--- config.mk ---
export PLATFORM = sky130hd
export DESIGN_NAME = img_pkt_ddr_wr
export DESIGN_NICKNAME = d
export VERILOG_FILES = /design/src/rtl/img_pkt_ddr_wr.sv
export SDC_FILE = /design/constraint.sdc
export NUM_CORES = 1
export LEC_CHECK = 0
export ABC_CLOCK_PERIOD_IN_PS = 4500
export CORE_UTILIZATION = 25
export DETAILED_ROUTE_END_ITERATION = 16
export GPL_TIMING_DRIVEN = 0
export PLACE_DENSITY = 0.48
export SKIP_LAST_GASP = 1
export SYNTH_ARGS = -nofsm -noshare
export SYNTH_HDL_FRONTEND = slang
export SYNTH_SLANG_ARGS = --single-unit
export TNS_END_PERCENT = 5
--- constraint.sdc ---
create_clock -name clk -period 4.5 [get_ports clk]
set_input_delay 1.125 -clock clk [delete_from_list [all_inputs] [get_ports clk]]
set_output_delay 1.125 -clock clk [all_outputs]
set_load 0.01 [all_outputs]
--- src/rtl/img_pkt_ddr_wr.sv ---
// Drains fixed-length image packets from an FWFT FIFO into DDR as fixed-size write
// bursts, rotating frames through a ring of buffers and checking the XOR parity word.
//
// state     | meaning
// IDLE      | no burst active; waits for a full burst in the FIFO (frame open if word_idx != 0)
// CMD       | burst command presented, address/length held until accepted
// DATA      | streaming BURST_LEN beats from the FIFO head
// BURST_END | decide between frame completion, next burst, or waiting for FIFO fill
// DONE      | frame completion pulse, advance ring buffer, clear frame counters
`timescale 1ns/1ps
module img_pkt_ddr_wr #(
  parameter int          BURST_LEN     = 256,
  parameter int          IMG_WORDS     = 262144,
  parameter int          TRAILER_WORDS = 256,
  parameter logic [31:0] BASE_ADDR     = 32'h0000_0000,
  parameter logic [31:0] FRAME_STRIDE  = 32'h0010_0400,
  parameter int          NUM_BUFS      = 4
) (
  input  logic        clk,
  input  logic        rst_n,
  input  logic [31:0] fifo_rddata,
  input  logic        fifo_empty,
  input  logic [9:0]  fifo_rd_count,
  output logic        fifo_rden,
  input  logic        wr_en,
  output logic        cmd_valid,
  input  logic        cmd_ready,
  output logic [31:0] cmd_addr,
  output logic [7:0]  cmd_len,
  output logic [31:0] wr_data,
  output logic        wr_valid,
  input  logic        wr_ready,
  output logic        wr_last,
  output logic        frame_done,
  output logic [31:0] frame_addr,
  output logic [1:0]  frame_type_o,
  output logic        parity_ok,
  output logic [15:0] parity_err_cnt,
  output logic        busy
);

  localparam int              PKT_WORDS = IMG_WORDS + TRAILER_WORDS;
  localparam int              BW        = (BURST_LEN > 1) ? $clog2(BURST_LEN) : 1;
  localparam logic [10:0]     BURST_CNT = 11'(BURST_LEN);
  localparam logic [BW-1:0]   LAST_BEAT = BW'(BURST_LEN - 1);
  localparam logic [7:0]      CMD_LEN   = 8'(BURST_LEN - 1);
  localparam logic [31:0]     IMG_IDX   = 32'(IMG_WORDS);
  localparam logic [31:0]     TYPE_IDX  = 32'(IMG_WORDS + 4);
  localparam logic [31:0]     PKT_IDX   = 32'(PKT_WORDS);
  localparam logic [3:0]      LAST_BUF  = 4'(NUM_BUFS - 1);

  typedef enum logic [2:0] {
    IDLE      = 3'd0,
    CMD       = 3'd1,
    DATA      = 3'd2,
    BURST_END = 3'd3,
    DONE      = 3'd4
  } state_t;

  state_t        state;
  logic [31:0]   word_idx;
  logic [31:0]   buf_base;
  logic [31:0]   acc;
  logic [3:0]    buf_idx;
  logic [BW-1:0] beat_cnt;
  logic          par_match;
  logic [1:0]    frame_type;

  logic          in_data;
  logic          beat;
  logic          burst_ready;
  logic          frame_open;
  logic [31:0]   next_cmd_addr;

  assign in_data       = (state == DATA);
  assign wr_valid      = in_data & ~fifo_empty;
  assign wr_data       = in_data ? fifo_rddata : 32'h0;
  assign beat          = wr_valid & wr_ready;
  assign fifo_rden     = beat;
  assign wr_last       = wr_valid & (beat_cnt == LAST_BEAT);
  assign frame_open    = (word_idx != 32'h0);
  assign burst_ready   = ({1'b0, fifo_rd_count} >= BURST_CNT);
  // An open frame parked in IDLE still counts as busy.
  assign busy          = (state != IDLE) | frame_open;
  assign next_cmd_addr = buf_base + {word_idx[29:0], 2'b00};

  always_ff @(posedge clk or negedge rst_n) begin
    if (!rst_n) begin
      state          <= IDLE;
      word_idx       <= 32'h0;
      buf_base       <= BASE_ADDR;
      acc            <= 32'h0;
      buf_idx        <= 4'd0;
      beat_cnt       <= '0;
      par_match      <= 1'b0;
      frame_type     <= 2'd0;
      cmd_valid      <= 1'b0;
      cmd_addr       <= 32'h0;
      cmd_len        <= 8'h0;
      frame_done     <= 1'b0;
      frame_addr     <= 32'h0;
      frame_type_o   <= 2'd0;
      parity_ok      <= 1'b0;
      parity_err_cnt <= 16'h0;
    end else begin
      if (beat) begin
        word_idx <= word_idx + 32'd1;
        beat_cnt <= beat_cnt + 1'b1;
        if (word_idx < IMG_IDX)   acc        <= acc ^ fifo_rddata;
        if (word_idx == IMG_IDX)  par_match  <= (fifo_rddata == acc);
        if (word_idx == TYPE_IDX) frame_type <= fifo_rddata[9:8];
      end

      case (state)
        IDLE: begin
          // New frames need wr_en; a frame already in flight resumes regardless.
          if (burst_ready && (wr_en || frame_open)) begin
            state     <= CMD;
            cmd_valid <= 1'b1;
            cmd_addr  <= next_cmd_addr;
            cmd_len   <= CMD_LEN;
          end
        end
        CMD: begin
          if (cmd_ready) begin
            cmd_valid <= 1'b0;
            beat_cnt  <= '0;
            state     <= DATA;
          end
        end
        DATA: begin
          if (beat && (beat_cnt == LAST_BEAT)) state <= BURST_END;
        end
        BURST_END: begin
          if (word_idx == PKT_IDX) begin
            state        <= DONE;
            frame_done   <= 1'b1;
            frame_addr   <= buf_base;
            frame_type_o <= frame_type;
            parity_ok    <= par_match;
            if (!par_match && (parity_err_cnt != 16'hFFFF))
              parity_err_cnt <= parity_err_cnt + 16'd1;
          end else if (burst_ready) begin
            state     <= CMD;
            cmd_valid <= 1'b1;
            cmd_addr  <= next_cmd_addr;
            cmd_len   <= CMD_LEN;
          end else begin
            state <= IDLE;
          end
        end
        DONE: begin
          frame_done <= 1'b0;
          word_idx   <= 32'h0;
          acc        <= 32'h0;
          state      <= IDLE;
          if (buf_idx == LAST_BUF) begin
            buf_idx  <= 4'd0;
            buf_base <= BASE_ADDR;
          end else begin
            buf_idx  <= buf_idx + 4'd1;
            buf_base <= buf_base + FRAME_STRIDE;
          end
        end
        default: state <= IDLE;
      endcase
    end
  end

endmodule

* Word level (Yosys, flattened, before mapping)
Cells that the tools add are included.
** Word-level totals
- Flip-flop bits (word level) :: 207
- Bits of input ports :: 48
- Logic and storage cells :: 101
** Operators by class
- Add/subtract/negate cells :: 6
- Bitwise gates (word level) :: 6
- Order comparisons :: 2
- Eq/ne operators :: 17
- Multiplexer cells :: 32
- Reductions and logical operators :: 22
** Operators by type and width (number)
- $mux 32 :: 10
- $eq 32x19->1 const B :: 3
- $pmux 32 s2 :: 1
- $mux 8 :: 6
- $add 32x1->32 const B :: 1
- $add 32x21->32 const B :: 1
- $add 32x32->32 :: 1
- $eq 32x32->1 :: 1
- $lt 32x19->1 const B :: 1
- $reduce_bool 32->1 :: 1
- $xor 32x32->32 :: 1
- $add 16x1->16 const B :: 1
- $ne 16x16->1 const B :: 1
- $pmux 8 s2 :: 1
- $mux 3 :: 4
- $pmux 3 s4 :: 1
- $ge 10x9->1 const B :: 1
- $ne 2x2->1 const B :: 5
- $reduce_and 2->1 :: 5
- $add 8x1->8 const B :: 1
- $eq 8x8->1 const B :: 1
- $reduce_bool 2->1 :: 4
- $eq 3x2->1 const B :: 2
- $mux 1 :: 6
- 19 further kinds :: 25

* Longest topological paths before layout
- Depth after elaboration :: 6
- Mapped depth :: 10

* Worst setup path before layout
No wires, ideal clock.
- Path type :: in2out
- Start :: in wr_ready
- End :: out fifo_rden
- Arrival time :: 1.723 ns
- Data required time :: 3.375 ns
- Stages on the path :: 4
- Slack :: 1.652 ns
- Cells stage by stage :: nor2b_1 nand2_1 inv_2 buf_2
** Between the ends
- Cells in the longest elaborated chain, start to end :: 1
** RTL lines
- from (decl) :: line 32 : input logic wr_ready,
- $and 1x1->1 :: line 78 : assign beat = wr_valid & wr_ready;
- to (decl) :: line 24 : output logic fifo_rden,
No other way between the ends.

* Worst setup path in the final report
- Start :: in fifo_empty
- End :: out fifo_rden
** Between the ends
- Cells in the longest elaborated chain, start to end :: 3
** RTL lines
- from (decl) :: line 22 : input logic fifo_empty,
- $not 1->1 :: line 76 : assign wr_valid = in_data & ~fifo_empty;
- $and 1x1->1 :: line 76
- $and 1x1->1 :: line 78
No other way between the ends.

==> results_dict.tcl <==
set metrics [dict create \
    status "finished, final reports clean" \
    tightest_slew_ns 0.892 \
    grt_setup_unrepaired "no" \
    cts_buffer_depth 2 \
    rows 72 \
    yosysWarnings 0 \
    ys_async_sr_fraction_pct 100 \
    drc 0 \
    drive_gt1_share_pct 8.56 \
    finalWirelength_um 28800 \
    place_ws_ns 0.328 \
    synth_area_um2 9950 \
    clk_pin_slew_worst_paths_ns 0.07 \
    synth_cell_types 58 \
    synth_edf_count 0 \
    hold_viol_final 0 \
    stdcell_area_um2 12800 \
    timing.rr.end "cmd_valid$_DFFE_PN0P_" \
    io_pins 177 \
    die_area_um2 40600 \
    track_usage_pct 14.5 \
    worst_hold_path_type "flop to flop" \
    die_w_um 201 \
    postCtsHoldBufs 0 \
    synth_flop_cell "dfrtp_1" \
    cts_setup_buffers 0 \
    num_antenna_cells 0 \
    first_pass_iters 5 \
    slew_violations 0 \
    clock_tree.root_cell "clkbuf_16" \
    gp_congestion 0.813 \
    grt_pass1_vias 7955 \
    min_from "cmd_addr[20]$_DFFE_PN0P_" \
    core_um2 38900 \
    portBuffers 156 \
    finalWorstSetupSlack_ns 0.358 \
    synth-seq-cells 178 \
    layout_common_cells "dfrtp_1, clkdlybuf4s50_1, nand2_1" \
    synth_top_cell_area_share_pct 44.8 \
    post_cts_resized 0 \
    r2r_setup_slack_ns 1.59 \
    viasPerCell 4.57 \
    min_period_over_period_pct 92.0 \
    ant_nets 0 \
    fillers 4061 \
    antenna_found_initial 2 \
    crit_chain "clkdlybuf4s50_1 > nor2b_1 > nand2_1 > inv_2 > buf_2 > clkdlybuf4s50_1" \
    ff2ff_path_depth 7 \
    cts_tree "built" \
    grt_max_degree 107 \
    totalNegativeSetupSlack_ns 0 \
    timing.critical_path.mode_cell "clkdlybuf4s50_1" \
    fin_crit_ns 4.14 \
    slew_headroom_pct 40.5 \
    min_path_cells 2 \
    worstPathArrival_ns 3.02 \
    dpl.cell_count 1759 \
    fin_util_pct 33.0 \
    critPathTopFamily "buffers and inverters" \
    start_kind "input port" \
    r2r_start "word_idx[26]$_DFFE_PN0P_" \
    p_per_area_nw_per_um2 352 \
    postSynthCellCount 1072 \
    synthTopCellsByArea "dfrtp_1, o21ai_0, xnor2_1" \
    p_leak_nw 5.39 \
    skew_ns 0.00857 \
    ys_seq_area_share_pct 44.8 \
    clock-sinks 178 \
    num_vias 8177 \
    drtIter0Drc 477 \
    yosysTopAreaCell "dfrtp_1" \
    die_h_um 201 \
    finalNonFillerCells 1791 \
    critical_path_class "input port to output port" \
    final_common_cell "dfrtp_1" \
    slowest_stage "clkdlybuf4s50_1" \
    max_stage_delay_ns 0.63 \
    grt_overflow_total 0 \
    worstPathRequired_ns 3.38 \
    maxCapViolations 0 \
    areaGrowthSynthToFinish_pct 28.9 \
    floorplan.initialDensity_pct 25.6 \
    cts_buffers 17 \
    crit_buf_inv 4 \
    setup_violations 0 \
    place_hpwl_um 21500 \
    htreeDepth 4 \
    worstSkewPairLatency_ns 0.44 \
    worst-path-max-fanout 10 \
    ir_worst_vdd_mv 0.299 \
    fmax_ghz 0.241 \
    wl_per_cell_um 16.1 \
    endpoint_kind "output port" \
    placed_area_um2 12200 \
    grt_pass1_wl_um 46300 \
    syn_avg_cell_area_um2 9.28 \
    holdPathEnd "cmd_addr[20]$_DFFE_PN0P_" \
    fin_nets 1336 \
]
routing by layer:
layer	GRT usage [%]	vias to the layer above	wire, um
met1	21.1	3922	14700
li1	-	4069	-
met4	3.33	4	285
met5	0	-	24
met3	2.66	22	987
met2	22.0	160	12800
how the worst max path moves through the flow:
stage / depth (start not counted) / from / endpoint
detailed placement: 6 / fifo_empty / fifo_rden
global route: 6 / fifo_empty / fifo_rden
CTS: 6 / fifo_empty / fifo_rden
finish: 6 / fifo_empty / fifo_rden
floorplan: 4 / wr_ready / fifo_rden
global placement: 1 / rst_n / cmd_addr[26]$_DFFE_PN0P_
worst register-to-register path, cell delays in order (launching register included):
cell and delay, ns:
dfrtp_1 0.44, nor4_1 0.44, nand2_1 0.22, nor4_4 0.67, or4b_1 0.39, buf_4 0.27, buf_2 0.25, a21oi_1 0.09
synth_stat cells, types with 4 or more instances:
library cell    n
and3_1         16
and4_1          7
ha_1           28
o31ai_1         7
and2_1         45
or3_1          12
xnor2_1        59
nand2_1       127
buf_4          20
dfrtp_1       178
a41oi_1         4
nand2b_1        5
xor2_1         57
o21a_1          4
nand3_1        23
a21oi_1        43
nor2_1        105
o21bai_1        4
nor4_1         16
nor2b_1         5
o21ai_1         5
nand4_1        29
buf_2           9
inv_1          14
o21ai_0       115
clkbuf_1       34
nor3_1         20
nor4_4          4
mux2_2         31
flip-flops by register name, summed over array words and instances, names as in the netlist, 2 cells and up:
| signal | cells |
|---|---|
| acc | 32 |
| beat_cnt | 8 |
| buf_base | 22 |
| buf_idx | 4 |
| cmd_addr | 30 |
| frame_addr | 22 |
| frame_type | 2 |
| frame_type_o | 2 |
| parity_err_cnt | 16 |
| state | 3 |
| word_idx | 32 |
cell type report:
class,instances,area [um2],area share (%)
Buffer,66,349,2.72
Clock buffer,19,443,3.45
Clock inverter,13,149,1.16
Inverter,15,56.3,0.439
Multi-Input combinational cell,825,5130,40.0
Sequential cell,178,4450,34.7
Tap cell,518,648,5.05
Timing Repair Buffer,157,1590,12.4
where the power goes:
part           switching [mW]  internal (mW)
Clock                   0.701          0.845
Combinational           0.604          0.455
Sequential              0.143           1.77
through the flow:
| stage | power (mW) | hold slack, ns |
|---|---|---|
| after floorplan | 2.52 | 0.468 |
| after CTS | 4.59 | 0.490 |
| after global routing | 4.79 | 0.511 |
| after detailed placement | 3.02 | 0.474 |
| after global placement | 3.00 | 0.465 |
| final | 4.52 | 0.478 |
cell families (layout without fill, tap and decap cells):
kind of cell / count (synthesis) / after routing / synth area share (%)
other: 1 / 13 / 0.0377
muxes: 34 / 34 / 3.84
buffers and inverters: 81 / 270 / 4.07
AOI/OAI and AO/OA: 204 / 204 / 11.5
xor gates and xnor gates: 116 / 116 / 10.2
and+or+nand+nor: 430 / 430 / 22.1
DFF: 178 / 178 / 44.8
adders and majority gates: 28 / 28 / 3.52
(Power assumes the default switching activity.)
